===== src/rtl/pipeline_dump_serializer.sv =====
// Snapshots the pipeline segment/control registers on request and streams them
// as a UART frame: header 0xA5, payload bytes MSB first, then XOR checksum.
module pipeline_dump_serializer #(
    parameter int unsigned NB_DATA    = 8,
    parameter int unsigned NB_ID_EX   = 144,
    parameter int unsigned NB_EX_MEM  = 32,
    parameter int unsigned NB_MEM_WB  = 48,
    parameter int unsigned NB_WB_ID   = 40,
    parameter int unsigned NB_CONTROL = 24
) (
    input  logic                  clk,
    input  logic                  i_reset,
    input  logic                  i_dump_req,
    input  logic [NB_ID_EX-1:0]   i_segment_registers_ID_EX,
    input  logic [NB_EX_MEM-1:0]  i_segment_registers_EX_MEM,
    input  logic [NB_MEM_WB-1:0]  i_segment_registers_MEM_WB,
    input  logic [NB_WB_ID-1:0]   i_segment_registers_WB_ID,
    input  logic [NB_CONTROL-1:0] i_control_registers_ID_EX,
    input  logic                  i_txDone,
    output logic                  o_tx_start,
    output logic [NB_DATA-1:0]    o_data,
    output logic                  o_busy,
    output logic                  o_done
);

    localparam int unsigned NB_PAYLOAD = NB_ID_EX + NB_EX_MEM + NB_MEM_WB + NB_WB_ID + NB_CONTROL;
    localparam int unsigned NB_BYTES   = NB_PAYLOAD / NB_DATA;
    localparam int unsigned IDX_W      = $clog2(NB_BYTES + 2);
    localparam int unsigned PB_W       = $clog2(NB_BYTES);

    // Frame index: 0 = header, 1..NB_BYTES = payload, NB_BYTES+1 = checksum.
    localparam logic [IDX_W-1:0]   LAST_IDX = IDX_W'(NB_BYTES + 1);
    localparam logic [IDX_W-1:0]   PAY_LAST = IDX_W'(NB_BYTES);
    localparam logic [NB_DATA-1:0] HEADER   = NB_DATA'(8'hA5);

    typedef enum logic [1:0] {
        IDLE,
        SEND,
        WAIT,
        DONE
    } state_t;

    state_t                  state, state_n;
    logic [IDX_W-1:0]        idx, idx_n;
    logic [NB_DATA-1:0]      csum, csum_n;
    logic [NB_PAYLOAD-1:0]   shadow, shadow_n;
    logic                    tx_start_n, busy_n, done_n;
    logic [NB_DATA-1:0]      data_n;

    logic [NB_DATA-1:0]      payload_bytes [NB_BYTES];
    logic [NB_DATA-1:0]      sent_byte;
    logic [NB_DATA-1:0]      csum_upd;
    logic [NB_DATA-1:0]      next_byte;

    // Byte view of the shadow register, element 0 is the most significant byte.
    for (genvar g = 0; g < NB_BYTES; g++) begin : g_bytes
        assign payload_bytes[g] = shadow[NB_PAYLOAD-1-g*NB_DATA -: NB_DATA];
    end

    always_comb begin
        sent_byte = '0;
        if (idx != '0 && idx <= PAY_LAST) begin
            sent_byte = payload_bytes[PB_W'(idx - IDX_W'(1))];
        end
        csum_upd  = csum ^ sent_byte;
        // The byte following the last payload byte is the updated checksum.
        next_byte = (idx < PAY_LAST) ? payload_bytes[PB_W'(idx)] : csum_upd;
    end

    always_comb begin
        state_n    = state;
        idx_n      = idx;
        csum_n     = csum;
        shadow_n   = shadow;
        tx_start_n = 1'b0;
        done_n     = 1'b0;
        busy_n     = o_busy;
        data_n     = o_data;

        case (state)
            IDLE: begin
                busy_n = 1'b0;
                if (i_dump_req) begin
                    shadow_n   = {i_segment_registers_ID_EX, i_segment_registers_EX_MEM,
                                  i_segment_registers_MEM_WB, i_segment_registers_WB_ID,
                                  i_control_registers_ID_EX};
                    idx_n      = '0;
                    csum_n     = '0;
                    state_n    = SEND;
                    tx_start_n = 1'b1;
                    data_n     = HEADER;
                    busy_n     = 1'b1;
                end
            end
            SEND: begin
                busy_n  = 1'b1;
                state_n = WAIT;
            end
            WAIT: begin
                busy_n = 1'b1;
                if (i_txDone) begin
                    csum_n = csum_upd;
                    if (idx == LAST_IDX) begin
                        state_n = DONE;
                        done_n  = 1'b1;
                    end else begin
                        idx_n      = idx + IDX_W'(1);
                        state_n    = SEND;
                        tx_start_n = 1'b1;
                        data_n     = next_byte;
                    end
                end
            end
            DONE: begin
                busy_n  = 1'b0;
                state_n = IDLE;
            end
            default: begin
                state_n = IDLE;
                busy_n  = 1'b0;
            end
        endcase
    end

    always_ff @(posedge clk or posedge i_reset) begin
        if (i_reset) begin
            state      <= IDLE;
            idx        <= '0;
            csum       <= '0;
            shadow     <= '0;
            o_tx_start <= 1'b0;
            o_data     <= '0;
            o_busy     <= 1'b0;
            o_done     <= 1'b0;
        end else begin
            state      <= state_n;
            idx        <= idx_n;
            csum       <= csum_n;
            shadow     <= shadow_n;
            o_tx_start <= tx_start_n;
            o_data     <= data_n;
            o_busy     <= busy_n;
            o_done     <= done_n;
        end
    end

endmodule


===== config.mk =====
export PLATFORM = sky130hd
export DESIGN_NAME = pipeline_dump_serializer
export DESIGN_NICKNAME = d
export VERILOG_FILES = /design/src/rtl/pipeline_dump_serializer.sv
export SDC_FILE = /design/constraint.sdc
export NUM_CORES = 1
export LEC_CHECK = 0
export ABC_AREA = 1
export CAP_MARGIN = 20
export CORE_AREA = 4 4 202 204
export CTS_CLUSTER_DIAMETER = 50
export DETAILED_ROUTE_END_ITERATION = 10
export DIE_AREA = 0 0 206 208
export PLACE_DENSITY = 0.69
export SYNTH_ARGS = -nofsm -noshare
export SYNTH_HDL_FRONTEND = slang
export SYNTH_SLANG_ARGS = --single-unit
export TNS_END_PERCENT = 10

===== constraint.sdc =====
create_clock -name clk -period 12.4 [get_ports clk]
set_input_delay 2.48 -clock clk [delete_from_list [all_inputs] [get_ports clk]]
set_output_delay 2.48 -clock clk [all_outputs]
set_load 0.01 [all_outputs]

* After elaboration in Yosys (flattened, before gate mapping)
Index checks and enable logic that the tools add are counted.
Storage, ports and cells: register bits 315, bits in latches 0, memory bits (writable) 0, memory bits (read-only) 0, input bits 292, output and inout port bits 11, word-level logic and storage cells 64, memories 0
Cells by class: add/sub/neg operators 2, multipliers 0, div/mod/pow operators 0, magnitude comparators 4, equality and inequality tests 7, shifts and indexed selects 0, mux-type cells 31, bitwise operators 3, reductions and logical operators 9
Operators with widths (count):
- binary-select mux 8 bit (select 6 bit) | 2
- two-way mux 8 bit | 11
- one-hot mux 8 bit (2 select lines) | 2
- two-way mux 6 bit | 3
- >= comparator 7 bit, second input constant | 2
- NOT 6 -> 7 bit | 2
- one-hot mux 6 bit (2 select lines) | 1
- one-hot mux 2 bit (4 select lines) | 1
- XOR 8 bit | 1
- adder 6 x 1 -> 6 bit, second input constant | 1
- equality test 6 bit, second input constant | 1
- <= comparator 6 bit, second input constant | 1
- less-than comparator 6 bit, second input constant | 1
- two-way mux 1 bit | 6
- two-way mux 2 bit | 3
- inequality test 2 bit, second input constant | 3
- nonzero test 6 bit | 1
- subtractor 6 x 1 -> 6 bit, second input constant | 1
- equality test 2 bit, second input constant | 2
- AND reduction 2 bit | 2
- AND reduction 4 bit | 1
- one-hot mux 1 bit (3 select lines) | 1
- AND reduction 3 bit | 1
- equality test 2 x 1 -> 1 bit, second input constant | 1
- other kinds (5) | 5

* Depth between registers and ports, before layout
depth after elaboration 11, mapped depth 21, gate-level depth less buffers 15

* Least setup slack after synthesis
No wires, ideal clock.
kind input to register, start input i_dump_req, end register idx[5], setup time 0.086 ns, data arrival time 3.588 ns, required time 12.314 ns, slack 8.726 ns, stages 10, buffers on the path 0, cells stage by stage inv_1 nand2_1 o21ai_1 nor2_4 nand2_1 nor2_1 nand3_1 nor2_1 a21oi_1 nor3_1
Between the ends: cells in the longest elaborated chain, start to end 2
RTL lines:
- start: declaration | line 13 | input logic i_dump_req,
- inequality test 2 bit (no source line)
- AND reduction 4 bit (no source line)
- end signal: assignment | line 137 | idx <= idx_n;
- end: declaration | line 44 | logic [IDX_W-1:0] idx, idx_n;
Every way passes these cells. A chain may end at the register's enable or synchronous reset.

* Worst setup path in the final report
start input i_dump_req, end register shadow[200] (netlist: payload_bytes[200])
Between the ends: cells in the longest elaborated chain, start to end 1
RTL lines:
- AND reduction 2 bit (no source line)
- end signal: assignment | line 139 | shadow <= shadow_n;
- end: declaration | line 46 | logic [NB_PAYLOAD-1:0] shadow, shadow_n;
Every way passes these cells.

==> flow_metrics.py <==
metrics = {
    "outcome": {
        "status": "finished, final reports clean",
    },
    "yosys": {
        "yosys.area.top_type": "dfrtp_1",
        "postSynthCellCount": 2151,
        "netlist_area_sq_mm": 0.0174,
        "syn_area_per_cell_sq_um": 8.08,
        "yosys-top-cells-area": "dfrtp_1 (45%), a21oi_1 (10%), mux2_2 (9.9%)",
        "synth_fp_nets": 2449,
        "seq_area_frac_synth_pct": 45.3,
        "ys_ff_latch": 315,
        "ys_types": 37,
        "synth_top_area_share_pct": 45.3,
        "yosysWarnings": 0,
    },
    "finish": {
        "area_growth_pct": 26.3,
        "final_util_pct": 55.9,
        "final_common_cell": "a21oi_1",
        "final_cell_mix": "a21oi_1 (346), dfrtp_1 (313), clkdlybuf4s50_1 (302)",
        "drive_above_1_share_pct": 11.2,
        "nets": 2650,
    },
    "route": {
        "wl_per_cell_um": 20.8,
        "drt_iter0_drc": 1702,
        "avgViaCountPerCell": 5.72,
        "dr.pass1.iters": 7,
        "wl_um": 60700,
        "drtAntennaViolNets": 0,
        "vias": 16659,
        "drc": 0,
    },
    "power_and_ir_drop": {
        "ir_drop_uv": 130,
        "comb_power_share_pct": 51.6,
        "switching_share_pct": 46.7,
        "internal_power_uw": 3410,
        "pwr-share-clk_pct": 18.9,
        "p_leak_uw": 0.00959,
        "p_per_area_mw_per_mm2": 292,
        "p_switching_uw": 2990,
        "seqPwrFrac_pct": 29.4,
    },
    "worst_setup_path": {
        "end_kind": "flip-flop",
        "criticalPathCategory": "in -> reg",
        "required_ps": 12840,
        "cp_data_arrival_time_ps": 5490,
        "cp-start-kind": "primary input",
        "path_max_fanout": 84,
    },
    "clock_tree": {
        "cts_max_level": 2,
        "clock_path_buffers": 3,
        "insertion_delay_ps": 560,
        "cts_tree": "yes",
        "clk_pin_slew_ps": 60,
        "cts_hold_buf": 0,
        "postCtsSetupBuffers": 0,
        "clock-sinks": 315,
        "cts-resized-gates": 0,
        "cts-root-buf": "clkbuf_16",
        "cts_buffers": 40,
    },
    "timing": {
        "holdWs_ps": 489,
        "setup_viol": 0,
        "hold_viol_final": 0,
        "maxSlewHeadroom_pct": 28.2,
        "fin_setup_tns_ps": 0,
        "final_max_slew_viol_count": 0,
        "min_period_ps": 5050,
        "fin_crit_sh_pct": 40.7,
        "fmax_ghz": 0.198,
        "skew_ps": 30.5,
        "rsz0062_at_grt": "false",
        "worst_pin_slew_ps": 1080,
        "fin_ws_ps": 7350,
    },
    "placed_design": {
        "dp_worst_setup_slack_ps": 6800,
        "hpwl_um": 42300,
        "gp_congestion": 0.899,
        "io_buffers": 302,
    },
    "die": {
        "fp.dieW_um": 206,
        "die_area_sq_mm": 0.0428,
        "rows": 73,
        "ioPinCount": 303,
        "initial_utilization_pct": 44.3,
        "die_y_um": 208,
        "core-area_sq_mm": 0.0393,
    },
    "global_routing": {
        "grt_pass1_wl_um": 92300,
        "globalRoute.totalOverflow": 0,
        "antenna_found_initial": 4,
        "grt_pass1_vias": 16262,
        "grt_max_degree": 220,
        "grt.total_usage_pct": 27.5,
    },
    "flow_run": {
        "cap_violations": 0,
    },
    "worst_hold_path": {
        "hold_path_class": "reg -> reg",
    },
}
-- cell usage after synthesis --
master,count
xnor2_2,1
a31oi_1,6
nand4_1,15
nand2_1,229
xor2_1,1
o21ai_0,260
ha_1,6
o21bai_1,2
nor3b_1,1
buf_4,1
o221ai_1,3
o21ai_1,16
nand2_2,1
a211oi_1,3
clkbuf_1,81
nor3_1,2
a21oi_1,346
xor2_2,3
nor2_4,2
buf_1,18
nor4_1,1
o21a_1,2
o211ai_1,11
mux2_2,153
buf_2,58
nor2_2,2
dfrtp_1,315
nand3_1,211
inv_1,158
nand3_2,2
nand2_4,1
buf_6,4
nor2_1,220
inv_2,11
a22oi_1,2
o22ai_1,2
o31ai_1,1
-- registers in the layout, indices dropped and copies added (netlist names) --
| name | count |
|---|---|
| csum | 8 |
| idx | 6 |
| o_busy | 1 |
| o_data | 8 |
| o_done | 1 |
| o_tx_start | 1 |
| payload_bytes | 288 |
| state | 2 |
-- metrics by stage --
stage / total power, uW / cells / instance area, sq um
after floorplan: 4030 / 2151 / 17400
after detailed placement: 5110 / 2834 / 20500
after CTS: 6340 / 2907 / 21900
final: 6400 / 2912 / 21900
after global routing: 6830 / 2912 / 21900
after global placement: 5000 / 2834 / 20500
-- power by group through the flow --
stage / clock network [uW] / logic [uW] / registers (uW)
detailed placement: 0 / 3230 / 1880
global route: 1270 / 3630 / 1930
finish: 1210 / 3300 / 1880
CTS: 1230 / 3240 / 1870
floorplan: 0 / 2300 / 1730
global placement: 0 / 3140 / 1860
-- layout make-up --
type                       count  area (sq um)
timing repair buffer         321          3200
clock inverter                19           224
clock buffer                  54          1150
multi-input combinational   1505          8170
inverter                     169           644
antenna                        4          10.0
sequential                   315          7890
tap                          525           657
fill                        3562         17300
-- kinds of logic after synthesis --
family,Yosys count,share of synthesized area (%)
AO/OA/AOI/OAI,654,19.3
flip-flops,315,45.3
XOR/XNOR,5,0.425
multiplexers,153,9.91
buffers and inverters,331,7.76
AND/OR/NAND/NOR,687,16.9
adder cells (fa/ha/maj),6,0.432
-- worst max-delay path, cell delays in order --
cell and delay [ps]:
clkdlybuf4s50_1 460, nand2_4 710, buf_4 630, buf_4 710
mux2_2 420
-- worst paths after layout --
path,startpoint,end,slack [ps],cells past startpoint
max in group asynchronous,i_reset,payload_bytes[42],7760,4
worst min-delay path,o_data[3],o_data[3],490,2
worst max-delay path,i_dump_req,payload_bytes[200],7350,5
min in group asynchronous,i_reset,payload_bytes[116],2490,2
worst max register to register,idx[0],o_data[6],7750,15
worst min register to register,o_data[3],o_data[3],490,2
-- metal layers --
layer  routed length (um)  vias to the layer above  global-route usage, %  share of wire [%]
li1                     -                     7721                      -                  -
met1                25300                     8049                   38.0                 42
met2                27800                      751                   42.6                 46
met3                 4930                      138                   4.78                8.1
met4                 2670                        0                   11.8                4.4
met5                    0                        -                      0                  0
No activity file was read; power rests on OpenSTA's default activity.
